<file path="config.mk">
export PLATFORM = sky130hd
export DESIGN_NAME = des_ip_loader
export DESIGN_NICKNAME = d
export VERILOG_FILES = /design/src/rtl/des_pkg.sv /design/src/rtl/des_initial_permutation.sv /design/src/rtl/des_ip_loader.sv
export SDC_FILE = /design/constraint.sdc
export NUM_CORES = 1
export LEC_CHECK = 0
export BUFFER_PORTS_ARGS = -buffer_cell sky130_fd_sc_hd__buf_2
export CORE_AREA = 2 2 133 135
export DETAILED_ROUTE_END_ITERATION = 10
export DIE_AREA = 0 0 135 137
export PLACE_DENSITY = 0.68
export SYNTH_ARGS = -nofsm -noshare
export SYNTH_HDL_FRONTEND = slang
export SYNTH_SLANG_ARGS = --single-unit
</file>
<file path="constraint.sdc">
create_clock -name clk -period 4.6 [get_ports clk]
set_input_delay 0.23 -clock clk [delete_from_list [all_inputs] [get_ports clk]]
set_output_delay 0.23 -clock clk [all_outputs]
set_load 0.02 [all_outputs]
</file>
<file path="src/rtl/des_pkg.sv">
// Shared DES permutation constants and the loader FSM encoding.
// Table entries are 1-based with entry 1 meaning the block MSB.
package des_pkg;

    localparam int BLK_W = 64;

    localparam logic [0:63][6:0] IP_TAB = {
        7'd58, 7'd50, 7'd42, 7'd34, 7'd26, 7'd18, 7'd10, 7'd2,
        7'd60, 7'd52, 7'd44, 7'd36, 7'd28, 7'd20, 7'd12, 7'd4,
        7'd62, 7'd54, 7'd46, 7'd38, 7'd30, 7'd22, 7'd14, 7'd6,
        7'd64, 7'd56, 7'd48, 7'd40, 7'd32, 7'd24, 7'd16, 7'd8,
        7'd57, 7'd49, 7'd41, 7'd33, 7'd25, 7'd17, 7'd9,  7'd1,
        7'd59, 7'd51, 7'd43, 7'd35, 7'd27, 7'd19, 7'd11, 7'd3,
        7'd61, 7'd53, 7'd45, 7'd37, 7'd29, 7'd21, 7'd13, 7'd5,
        7'd63, 7'd55, 7'd47, 7'd39, 7'd31, 7'd23, 7'd15, 7'd7
    };

    localparam logic [0:63][6:0] FP_TAB = {
        7'd40, 7'd8, 7'd48, 7'd16, 7'd56, 7'd24, 7'd64, 7'd32,
        7'd39, 7'd7, 7'd47, 7'd15, 7'd55, 7'd23, 7'd63, 7'd31,
        7'd38, 7'd6, 7'd46, 7'd14, 7'd54, 7'd22, 7'd62, 7'd30,
        7'd37, 7'd5, 7'd45, 7'd13, 7'd53, 7'd21, 7'd61, 7'd29,
        7'd36, 7'd4, 7'd44, 7'd12, 7'd52, 7'd20, 7'd60, 7'd28,
        7'd35, 7'd3, 7'd43, 7'd11, 7'd51, 7'd19, 7'd59, 7'd27,
        7'd34, 7'd2, 7'd42, 7'd10, 7'd50, 7'd18, 7'd58, 7'd26,
        7'd33, 7'd1, 7'd41, 7'd9,  7'd49, 7'd17, 7'd57, 7'd25
    };

    typedef enum logic {COLLECT, PAD} fsm_t;

endpackage

</file>
<file path="src/rtl/des_initial_permutation.sv">
// Combinational DES Initial Permutation; pure wiring driven by IP_TAB.
module des_initial_permutation
    import des_pkg::*;
(
    input  logic [BLK_W-1:0] blk,
    output logic [BLK_W-1:0] perm
);

    for (genvar k = 0; k < BLK_W; k++) begin : g_ip
        assign perm[BLK_W-1-k] = blk[BLK_W-IP_TAB[k]];
    end

endmodule

</file>
<file path="src/rtl/des_ip_loader.sv">
// Byte-to-block assembler feeding the DES round core with IP(L0,R0).
// Define DES_LOADER_PAD_EN to enable PKCS#5 padding on in_last.
module des_ip_loader
    import des_pkg::*;
#(
    parameter int CNT_W     = 32,
    parameter bit MSB_FIRST = 1
) (
    input  logic             clk,
    input  logic             rst_n,
    input  logic [7:0]       in_data,
    input  logic             in_valid,
    output logic             in_ready,
    input  logic             in_last,
    output logic [31:0]      out_l,
    output logic [31:0]      out_r,
    output logic             out_valid,
    input  logic             out_ready,
    output logic             out_last,
    output logic [CNT_W-1:0] blk_cnt
);

    fsm_t             state, state_nx;
    logic [2:0]       cnt, cnt_nx;
    logic             started;
    logic [BLK_W-1:0] asm_q, asm_nx, perm;
    logic [7:0]       byte_in;
    logic             xfer, stall, full_stall, load;

    assign stall      = out_valid && !out_ready;
    assign full_stall = (cnt == 3'd7) && stall;
    assign in_ready   = started && (state == COLLECT) && !full_stall;
    assign load       = xfer && (cnt == 3'd7);

`ifdef DES_LOADER_PAD_EN
    logic [3:0] pad_val, pad_nx;
    logic       last_nx, last_q;

    // Pad bytes obey the same full-output stall as real bytes.
    assign byte_in  = (state == PAD) ? {4'd0, pad_val} : in_data;
    assign xfer     = (state == PAD) ? !full_stall : (in_valid && in_ready);
    assign out_last = last_q;
`else
    logic unused_last;

    assign unused_last = in_last;
    assign byte_in     = in_data;
    assign xfer        = in_valid && in_ready;
    assign out_last    = 1'b0;
`endif

    // ~cnt == 7-cnt, so the first byte lands in [63:56] when MSB_FIRST.
    always_comb begin
        asm_nx = asm_q;
        if (MSB_FIRST) asm_nx[{~cnt, 3'b000} +: 8] = byte_in;
        else           asm_nx[{cnt, 3'b000} +: 8]  = byte_in;
    end

    des_initial_permutation u_ip (.blk(asm_nx), .perm(perm));

    always_comb begin
        state_nx = state;
        cnt_nx   = xfer ? cnt + 3'd1 : cnt;
`ifdef DES_LOADER_PAD_EN
        pad_nx  = pad_val;
        last_nx = 1'b0;
        if (state == COLLECT && xfer && in_last) begin
            state_nx = PAD;
            // A last byte that fills the block schedules a whole block of 8s.
            pad_nx   = (cnt == 3'd7) ? 4'd8 : {1'b0, 3'd7 - cnt};
        end
        if (state == PAD && load) begin
            state_nx = COLLECT;
            last_nx  = 1'b1;
        end
`endif
    end

    always_ff @(posedge clk or negedge rst_n) begin
        if (!rst_n) begin
            state   <= COLLECT;
            cnt     <= 3'd0;
            started <= 1'b0;
            asm_q   <= '0;
`ifdef DES_LOADER_PAD_EN
            pad_val <= 4'd0;
`endif
        end else begin
            state   <= state_nx;
            cnt     <= cnt_nx;
            started <= 1'b1;
            if (xfer) asm_q <= asm_nx;
`ifdef DES_LOADER_PAD_EN
            pad_val <= pad_nx;
`endif
        end
    end

    always_ff @(posedge clk or negedge rst_n) begin
        if (!rst_n) begin
            out_l     <= '0;
            out_r     <= '0;
            out_valid <= 1'b0;
            blk_cnt   <= '0;
`ifdef DES_LOADER_PAD_EN
            last_q    <= 1'b0;
`endif
        end else begin
            if (out_valid && out_ready) blk_cnt <= blk_cnt + 1'b1;
            // A block completing on the hand-off edge replaces the old one.
            if (load) begin
                {out_l, out_r} <= perm;
                out_valid      <= 1'b1;
`ifdef DES_LOADER_PAD_EN
                last_q         <= last_nx;
`endif
            end else if (out_valid && out_ready) begin
                out_l     <= '0;
                out_r     <= '0;
                out_valid <= 1'b0;
`ifdef DES_LOADER_PAD_EN
                last_q    <= 1'b0;
`endif
            end
        end
    end

endmodule

</file>
# After elaboration in Yosys (flattened, before gate mapping)
# Index checks and enable logic that the tools add are counted.
[classes]
add_sub_neg = 3
muxes = 6
eq_ne = 1
bitwise_logic = 1
reduce_logical = 9
n_shift = 2
[ops]
columns = ["cell", "count"]
rows = [
  ["32-bit two-way mux", 3],
  ["64-bit bitwise mux", 1],
  ["8-bit by 8-bit variable shift with 64-bit output (first input constant)", 1],
  ["8-bit by 8-bit indexed part select with 64-bit output", 1],
  ["32-bit by 1-bit adder with 32-bit output (second input constant)", 1],
  ["6-bit negator with 8-bit output", 1],
  ["1-bit logical AND", 6],
  ["3-bit by 1-bit adder with 3-bit output (second input constant)", 1],
  ["3-bit equality test (second input constant)", 1],
  ["3-bit NOT", 1],
  ["1-bit logical NOT", 2],
  ["1-bit two-way mux", 2],
  ["2-bit nonzero test", 1],
]
[totals]
wordCells = 29
register_bits = 165

# Depth between registers and ports, before layout
# Gate-level depths: netlist of the first run.
[logic_depth]
word_depth = 8
depth_mapped = 9
ltp_nobuf = 6

# Hierarchy
# From an unflattened synthesis of the first run, not the netlist that was laid out.
[hier_totals]
cells_unflattened = 711
hier_area_um2 = 7991.4
[modules_own_cells]
columns = ["module", "area_per_inst_um2", "seq_area_each_um2", "cells_each", "instances"]
rows = [
  ["des_ip_loader", 7511.0, 4129.0, 647, 1],
  ["des_initial_permutation", 480.5, 0.0, 64, 1],
]

# Least setup slack after synthesis of the first run
# Ideal clock, no wire load.
[synth_timing]
path_kind = "register to register"
startpoint = "reg cnt[0]"
endpoint = "reg asm_q[0]"
setup_ns = 0.128
n_path_buf = 1
path_stages_with_launch = 8
slack_ns = 2.378
t_arrival_ns = 2.095
t_required_ns = 4.472
path_cell_list = "dfrtp_1 > ha_1 > ha_1 > nor4bb_1 > nand3_1 > buf_4 > nor2_8 > mux2_1"
[synth_between]
elab_chain_cells = 5
elab_cells_between_ends = 10
classes_between = "add/sub (1); eq/ne (1); shift (2); mux (1); bitwise (1); reduce/logical (4)"
[synth_lines]
columns = ["item", "line_no", "rtl"]
rows = [
  ["start: declaration", "des_ip_loader.sv:24", "logic [2:0] cnt, cnt_nx;"],
  ["start signal: assignment", "des_ip_loader.sv:90", "cnt <= cnt_nx;"],
  ["parallel branches: the longest is 5 deep, another holds 6-bit negator with 8-bit output", "--", ""],
  ["end signal: assignment", "des_ip_loader.sv:92", "if (xfer) asm_q <= asm_nx;"],
  ["end: declaration", "des_ip_loader.sv:26", "logic [BLK_W-1:0] asm_q, asm_nx, perm;"],
]
# Several ways; the timed one is not identified.
# A chain may end at the register's enable or synchronous reset.

# Final worst setup path of the first run
[layout_timing]
startpoint = "reg cnt[0]"
endpoint = "reg asm_q[3]"
# The elaborated chain is that of the path after synthesis.

==> results of run 1 <==
-- synth_stat cells, types with 5 or more instances --
master    count
dfrtp_1     165
nand3_1      81
mux2i_1      64
mux2_4       40
o21ai_1      34
o21ai_0      31
xnor2_1      26
mux2_1       24
clkbuf_1     19
nand4_1      11
buf_2         8
nand2_1       8
and3_1        6
buf_4         6
nor2_1        6
xor2_1        6
buf_6         5
-- critical path, cell delays in order, from the launching register on --
cell and delay [ns]:
dfrtp_1 0.50, ha_1 0.28, ha_1 0.41, nor4bb_1 0.41, nand3_1 0.66, nor2_8 0.44
mux2_1 0.36
-- state kept, by name, indices dropped and copies added (netlist names) --
name and count:
started 1, cnt 3, out_l 32, blk_cnt 32
out_r 32, out_valid 1, asm_q 64
-- stage by stage --
| stage | std cells | hold WS, ns | setup WS [ns] |
|---|---|---|---|
| after floorplan | 586 | -0.0656 | 2.38 |
| after global placement | 887 | 0.443 | 1.68 |
| after detailed placement | 887 | 0.458 | 1.44 |
| after CTS | 919 | 0.0675 | 1.45 |
| after global routing | 919 | 0.111 | 1.32 |
| final | 919 | 0.0791 | 1.41 |
-- power by group --
group	leakage (nW)	internal, mW	switching [mW]
sequential	2.18	1.93	0.300
clock	0.286	0.842	0.581
combinational	2.11	0.918	1.16
-- area by class of cell --
type | instances | area (um^2) | share of cell area, %
Clock buffer | 21 | 470 | 5.32
Multi-Input combinational cell | 379 | 3220 | 36.4
Tap cell | 225 | 282 | 3.19
Timing Repair Buffer | 116 | 607 | 6.87
Clock inverter | 10 | 120 | 1.36
Inverter | 3 | 11.3 | 0.127
Sequential cell | 165 | 4130 | 46.7
-- how the worst min path moves through the flow --
stage / endpoint / slack [ns] / cells after the start
finish: out_valid / 0.08 / 2
global route: out_valid / 0.11 / 2
CTS: out_valid / 0.07 / 2
detailed placement: blk_cnt[15] / 0.46 / 1
global placement: blk_cnt[16] / 0.44 / 1
floorplan: asm_q[0] / -0.07 / 0
-- cell families after synthesis --
kind of cell / after synthesis / synth area share, %
flops: 165 / 54.6
simple gates: 144 / 12.9
mux: 131 / 20.5
compound gates: 66 / 4.55
buf+inv: 42 / 3.01
xor+xnor: 32 / 3.71
fa+ha+maj: 4 / 0.662
other cells: 2 / 0.0994
-- routing by layer --
layer / vias to the layer above / track usage (%) / wire, um
met5: - / 0 / 0
met2: 147 / 30.5 / 7940
met4: 0 / 7.18 / 362
li1: 2287 / - / -
met1: 2469 / 26.2 / 7840
met3: 29 / 4.19 / 826
-- what timing repair did --
action / CTS / global route
gates resized for setup: 0 / 0
endpoints found under the hold margin: 1 / 0
hold buffers: 1 / 0
-- layout by cell type (no fill, tap or decap), types with 7 or more instances in the layout --
master     count
mux2_4        40
mux2i_1       64
nand4_1       11
o21ai_0       31
clkbuf_16     17
o21ai_1       34
nand2_1        7
nand3_1       81
mux2_1        24
xnor2_1       26
buf_2        108
dfrtp_1      165
==> results.md, run 1 <==
* Status: finished clean
* Clock Pin Slew Worst Setup and Hold Paths at 0.06 ns
* Critical path origin: cnt[0]
* Maximum VDD drop at 338 uV
* Number of synthesized flops with an enable pin at 0
* Final Hold Vio Count at 0
* Sequential share of the synthesized area at 54.6%
* Total clock sinks at 165
* Crit Path Class: flop to flop
* Final Critical Period at 3.19 ns
* Pre-antenna DRT Iters at 4
* GRT Util Overall at 19.3%
* CP endpoint kind: flop
* Ant diodes at 0
* Dominant cells by area after synthesis: dfrtp_1 55%, mux2i_1 8.5%, mux2_4 7.9%
* Die W at 135 um
* Rows at 48
* GRT Residual Overflow at 0
* Syn nets at 603
* Die height at 137 um
* Final Total Pwr at 5.73 mW
* Via/cell ratio at 5.37
* Setup tns final at 0 ns
* # Max-Cap Violations at 0
* Predominant post-synthesis flop cell: dfrtp_1
* Final-layout fill cell count at 1500
* Gpl congestion at 0.821
* Vias in the first global route at 4959
* Area delta synth->final at 16.9%
* DP Area at 8240 um^2
* FF-to-FF path depth at 6
* I/O Buffers at 109
* Slew margin rel. at 27.4%
* RR Startpoint: cnt[0]
* Hold/Removal Path Class: input pin to flop
* CTS Root Cell: clkbuf_16
* DR vias at 4932
* RSZ-0062 raised after global routing: no
* Max Buffers Root-to-Sink at 2
* Worst r2r dst: asm_q[3]
* CTS H-tree depth at 4
* Pleak at 4.57 nW
* DR WL/cell at 18.5 um
* Clk_skew at 0.0119 ns
* Ys async rst share at 100%
* Worst hold start: out_ready
* CP arrival at 3.50 ns
* Detailed Route WL at 17000 um
* Layout cells sized above 1 at 30.7%
* CTS tree: yes
* CORE AREA at 17100 um^2
* Flop and latch count out of synthesis at 165
* First-pass GRT wire length at 27000 um
* Tcrit/Tclk final at 69.5%
* Post-synth top area cell: dfrtp_1
* Maximum number of pins on one net before global-route repair at 121
* Final-stage net count at 699
* Final ANT Viol Nets at 0
* Setup crit end: asm_q[3]
* Post-synth top area share at 54.6%
* Crit path max fanout at 9
* Post-route DRC at 0
* Required time of the critical path at 4.91 ns
* Initial antenna violation count at 0
* R2R setup slack at 1.41 ns
* Die area at 18500 um^2
* Synthesized area per cell at 12.9 um^2
* Post-CTS setup buffer count at 0
* CP startpoint kind: flop
* Endpoints failing setup at 0
* Starting DRC count in detailed routing at 297
* Initial Util at 44.3%
* Post-route core utilization at 51.8%
* Least-Margin Pin Slew at 1.09 ns
* Max-slew violation count at 0
* Synthesized area at 7560 um^2
* Post-synthesis cell count at 586
* Design Area, Final at 8840 um^2
* Boundary pin count at 112
* Total CTS buffers at 17
* Ys Warns at 0
* Post-synth cell types at 43
* PwrDens at 649 nW/um^2
* F_max at 0.313 GHz
* DP HPWL at 11100 um
* Clock insertion delay at the later pin of the skew report at 0.43 ns
Power figures use the tool's default switching activity.
==> run 2, diff against run 1 <==
PLACE_DENSITY = 0.7   (was 0.68)
clock period = 2.6 ns   (was 4.6 ns; I/O delays follow)
==> run 2 against run 1 <==
Compared with the run above:
- largest cell class unchanged
- setup slack lost 1.2 ns
- design area grew 1.7%
- final cell count grew 1.7%
- first-iteration DRC count shrank 12%
- critical endpoint is now out_l[23]
- flip-flop and latch count is the same
- global-route usage grew 0.25 points
- worst hold slack gained 0.065 ns
- register-to-register slack lost 1.2 ns
- via count shrank 0.36%
==> results.md, run 2 (same netlist as run 1, synthesis figures left out) <==
* Required time of the critical path at 2.89 ns (was 4.91 ns)
* Cell repeated most along the worst path: ha_1 (unchanged)
* DR vias at 4914 (was 4932)
* Ant diodes at 0 (unchanged)
* Slew margin rel. at 50.4% (was 27.4%)
* Reg with most FFs: asm_q (unchanged)
* Setup tns final at 0 ns (unchanged)
* Pleak at 4.65 nW (was 4.57 nW)
* Starting DRC count in detailed routing at 260 (was 297)
* Post-CTS sizing at 0 (unchanged)
* Hold buffer count at CTS at 2 (was 1)
* Layout Cells excl Fill at 935 (was 919)
* Clock Pin Slew Worst Setup and Hold Paths at 0.07 ns (was 0.06 ns)
* Maximum number of pins on one net before global-route repair at 80 (was 121)
* CTS H-tree depth at 4 (unchanged)
* Clk_skew at 0.0159 ns (was 0.0119 ns)
* Via/cell ratio at 5.26 (was 5.37)
* Die W at 135 um (unchanged)
* Least-Margin Pin Slew at 0.745 ns (was 1.09 ns)
* Rows at 48 (unchanged)
* Final Critical Period at 2.36 ns (was 3.19 ns)
* CP startpoint kind: flop (unchanged)
* F_max at 0.424 GHz (was 0.313 GHz)
* Setup ws final at 0.239 ns (was 1.41 ns)
* Commonest non-fill, non-tap cell in the layout: dfrtp_1 (unchanged)
* Final Hold Vio Count at 0 (unchanged)
* CTS tree: yes (unchanged)
* PwrDens at 1140 nW/um^2 (was 649 nW/um^2)
* First-pass GRT wire length at 27700 um (was 27000 um)
* Hold/Removal Path Class: input pin to flop (unchanged)
* Max Buffers Root-to-Sink at 2 (unchanged)
* Commonest cells after routing, fill and taps aside: 165 x dfrtp_1, 108 x buf_2, 81 x nand3_1 (unchanged)
* CP cell instances: ha_1 -> ha_1 -> nor4bb_1 -> nand3_1 -> buf_4 -> mux2i_1 -> o21ai_1 (was ha_1 -> ha_1 -> nor4bb_1 -> nand3_1 -> nor2_8 -> mux2_1)
* Layout cells sized above 1 at 32.0% (was 30.7%)
* Die area at 18500 um^2 (unchanged)
* DR WL/cell at 18.2 um (was 18.5 um)
* GRT Residual Overflow at 0 (unchanged)
* R2R setup slack at 0.24 ns (was 1.41 ns)
* Pre-antenna DRT Iters at 4 (unchanged)
* I/O Buffers at 109 (unchanged)
* Total CTS buffers at 17 (unchanged)
* GRT Util Overall at 19.5% (was 19.3%)
* DP Area at 8390 um^2 (was 8240 um^2)
* Tcrit/Tclk final at 90.8% (was 69.5%)
* Max reg flops at 64 (unchanged)
* Post-route DRC at 0 (unchanged)
* Final Total Pwr at 10.2 mW (was 5.73 mW)
* Crit path max fanout at 9 (unchanged)
* Top delay family on crit path: adder cells (was simple AND/OR/NAND/NOR gates)
* Initial Util at 44.3% (unchanged)
* Endpoints failing setup at 0 (unchanged)
* Status: finished clean (unchanged)
* Total clock sinks at 165 (unchanged)
* CORE AREA at 17100 um^2 (unchanged)
* DP HPWL at 11300 um (was 11100 um)
* Max-slew violation count at 0 (unchanged)
* Initial antenna violation count at 0 (unchanged)
* Pre-CTS setup slack at 0.222 ns (was 1.44 ns)
* Boundary pin count at 112 (unchanged)
* Detailed Route WL at 17000 um (about the same)
* Crit-path slowest cell: dfrtp_1 (was nand3_1)
* Maximum VDD drop at 612 uV (was 338 uV)
* CTS Root Cell: clkbuf_16 (unchanged)
* Design Area, Final at 8980 um^2 (was 8840 um^2)
* Crit path buf inv count at 1 (was 0)
* CP endpoint kind: flop (unchanged)
* Clock insertion delay at the later pin of the skew report at 0.43 ns (about the same)
* Max incr delay on CP at 0.43 ns (was 0.66 ns)
* Final ANT Viol Nets at 0 (unchanged)
* CP arrival at 2.65 ns (was 3.50 ns)
* Gpl congestion at 0.822 (was 0.821)
* RSZ-0062 raised after global routing: no (unchanged)
* Final-stage net count at 714 (was 699)
* Post-CTS setup buffer count at 0 (unchanged)
* # Max-Cap Violations at 0 (unchanged)
* Vias in the first global route at 5024 (was 4959)
* Area delta synth->final at 18.9% (was 16.9%)
* Placed cells at 901 (was 887)
* Die height at 137 um (unchanged)
* Crit Path Class: flop to flop (unchanged)
run 2: stage by stage:
step                      hold slack [ns]  util [%]
after floorplan                    -0.166         -
after global placement              0.199      49.2
after detailed placement            0.213      49.2
after CTS                           0.123      52.7
after global routing                0.147      52.7
final                               0.144      52.7
run 2: worst paths after layout:
| path | start | to | cells after the start |
|---|---|---|---|
| setup / recovery | cnt[1] | out_l[23] | 7 |
| min in group asynchronous | rst_n | blk_cnt[15] | 2 |
| max in group asynchronous | rst_n | started | 3 |
| hold / removal | in_data[3] | out_r[12] | 3 |
| hold reg to reg | asm_q[60] | asm_q[60] | 1 |
| setup reg to reg | cnt[1] | out_l[23] | 7 |
run 2: worst min-delay path: stages:
cell,delay (ns)
buf_2,0.19
mux2i_1,0.16
o21ai_1,0.07
run 2: per-layer routing:
| layer | vias up | GRT usage [%] | share of wire, % |
|---|---|---|---|
| met5 | - | 0 | 0 |
| met4 | 0 | 5.03 | 0.82 |
| met3 | 13 | 4.85 | 6.7 |
| li1 | 2305 | - | - |
| met1 | 2454 | 27.0 | 46 |
| met2 | 142 | 31.0 | 47 |
run 2: area by class of cell:
type                            instances  area, um^2
Fill cell                            1460        8070
Sequential cell                       165        4130
Multi-Input combinational cell        379        3220
Timing Repair Buffer                  131         772
Clock buffer                           21         460
Tap cell                              225         282
Clock inverter                         11         113
Inverter                                3        11.3
run 2: report_power, final:
part | leakage, nW | internal (mW) | switching, mW
registers | 2.18 | 3.42 | 0.510
logic | 2.20 | 1.75 | 2.10
clock network | 0.273 | 1.39 | 1.06
total | 4.65 | 6.55 | 3.67
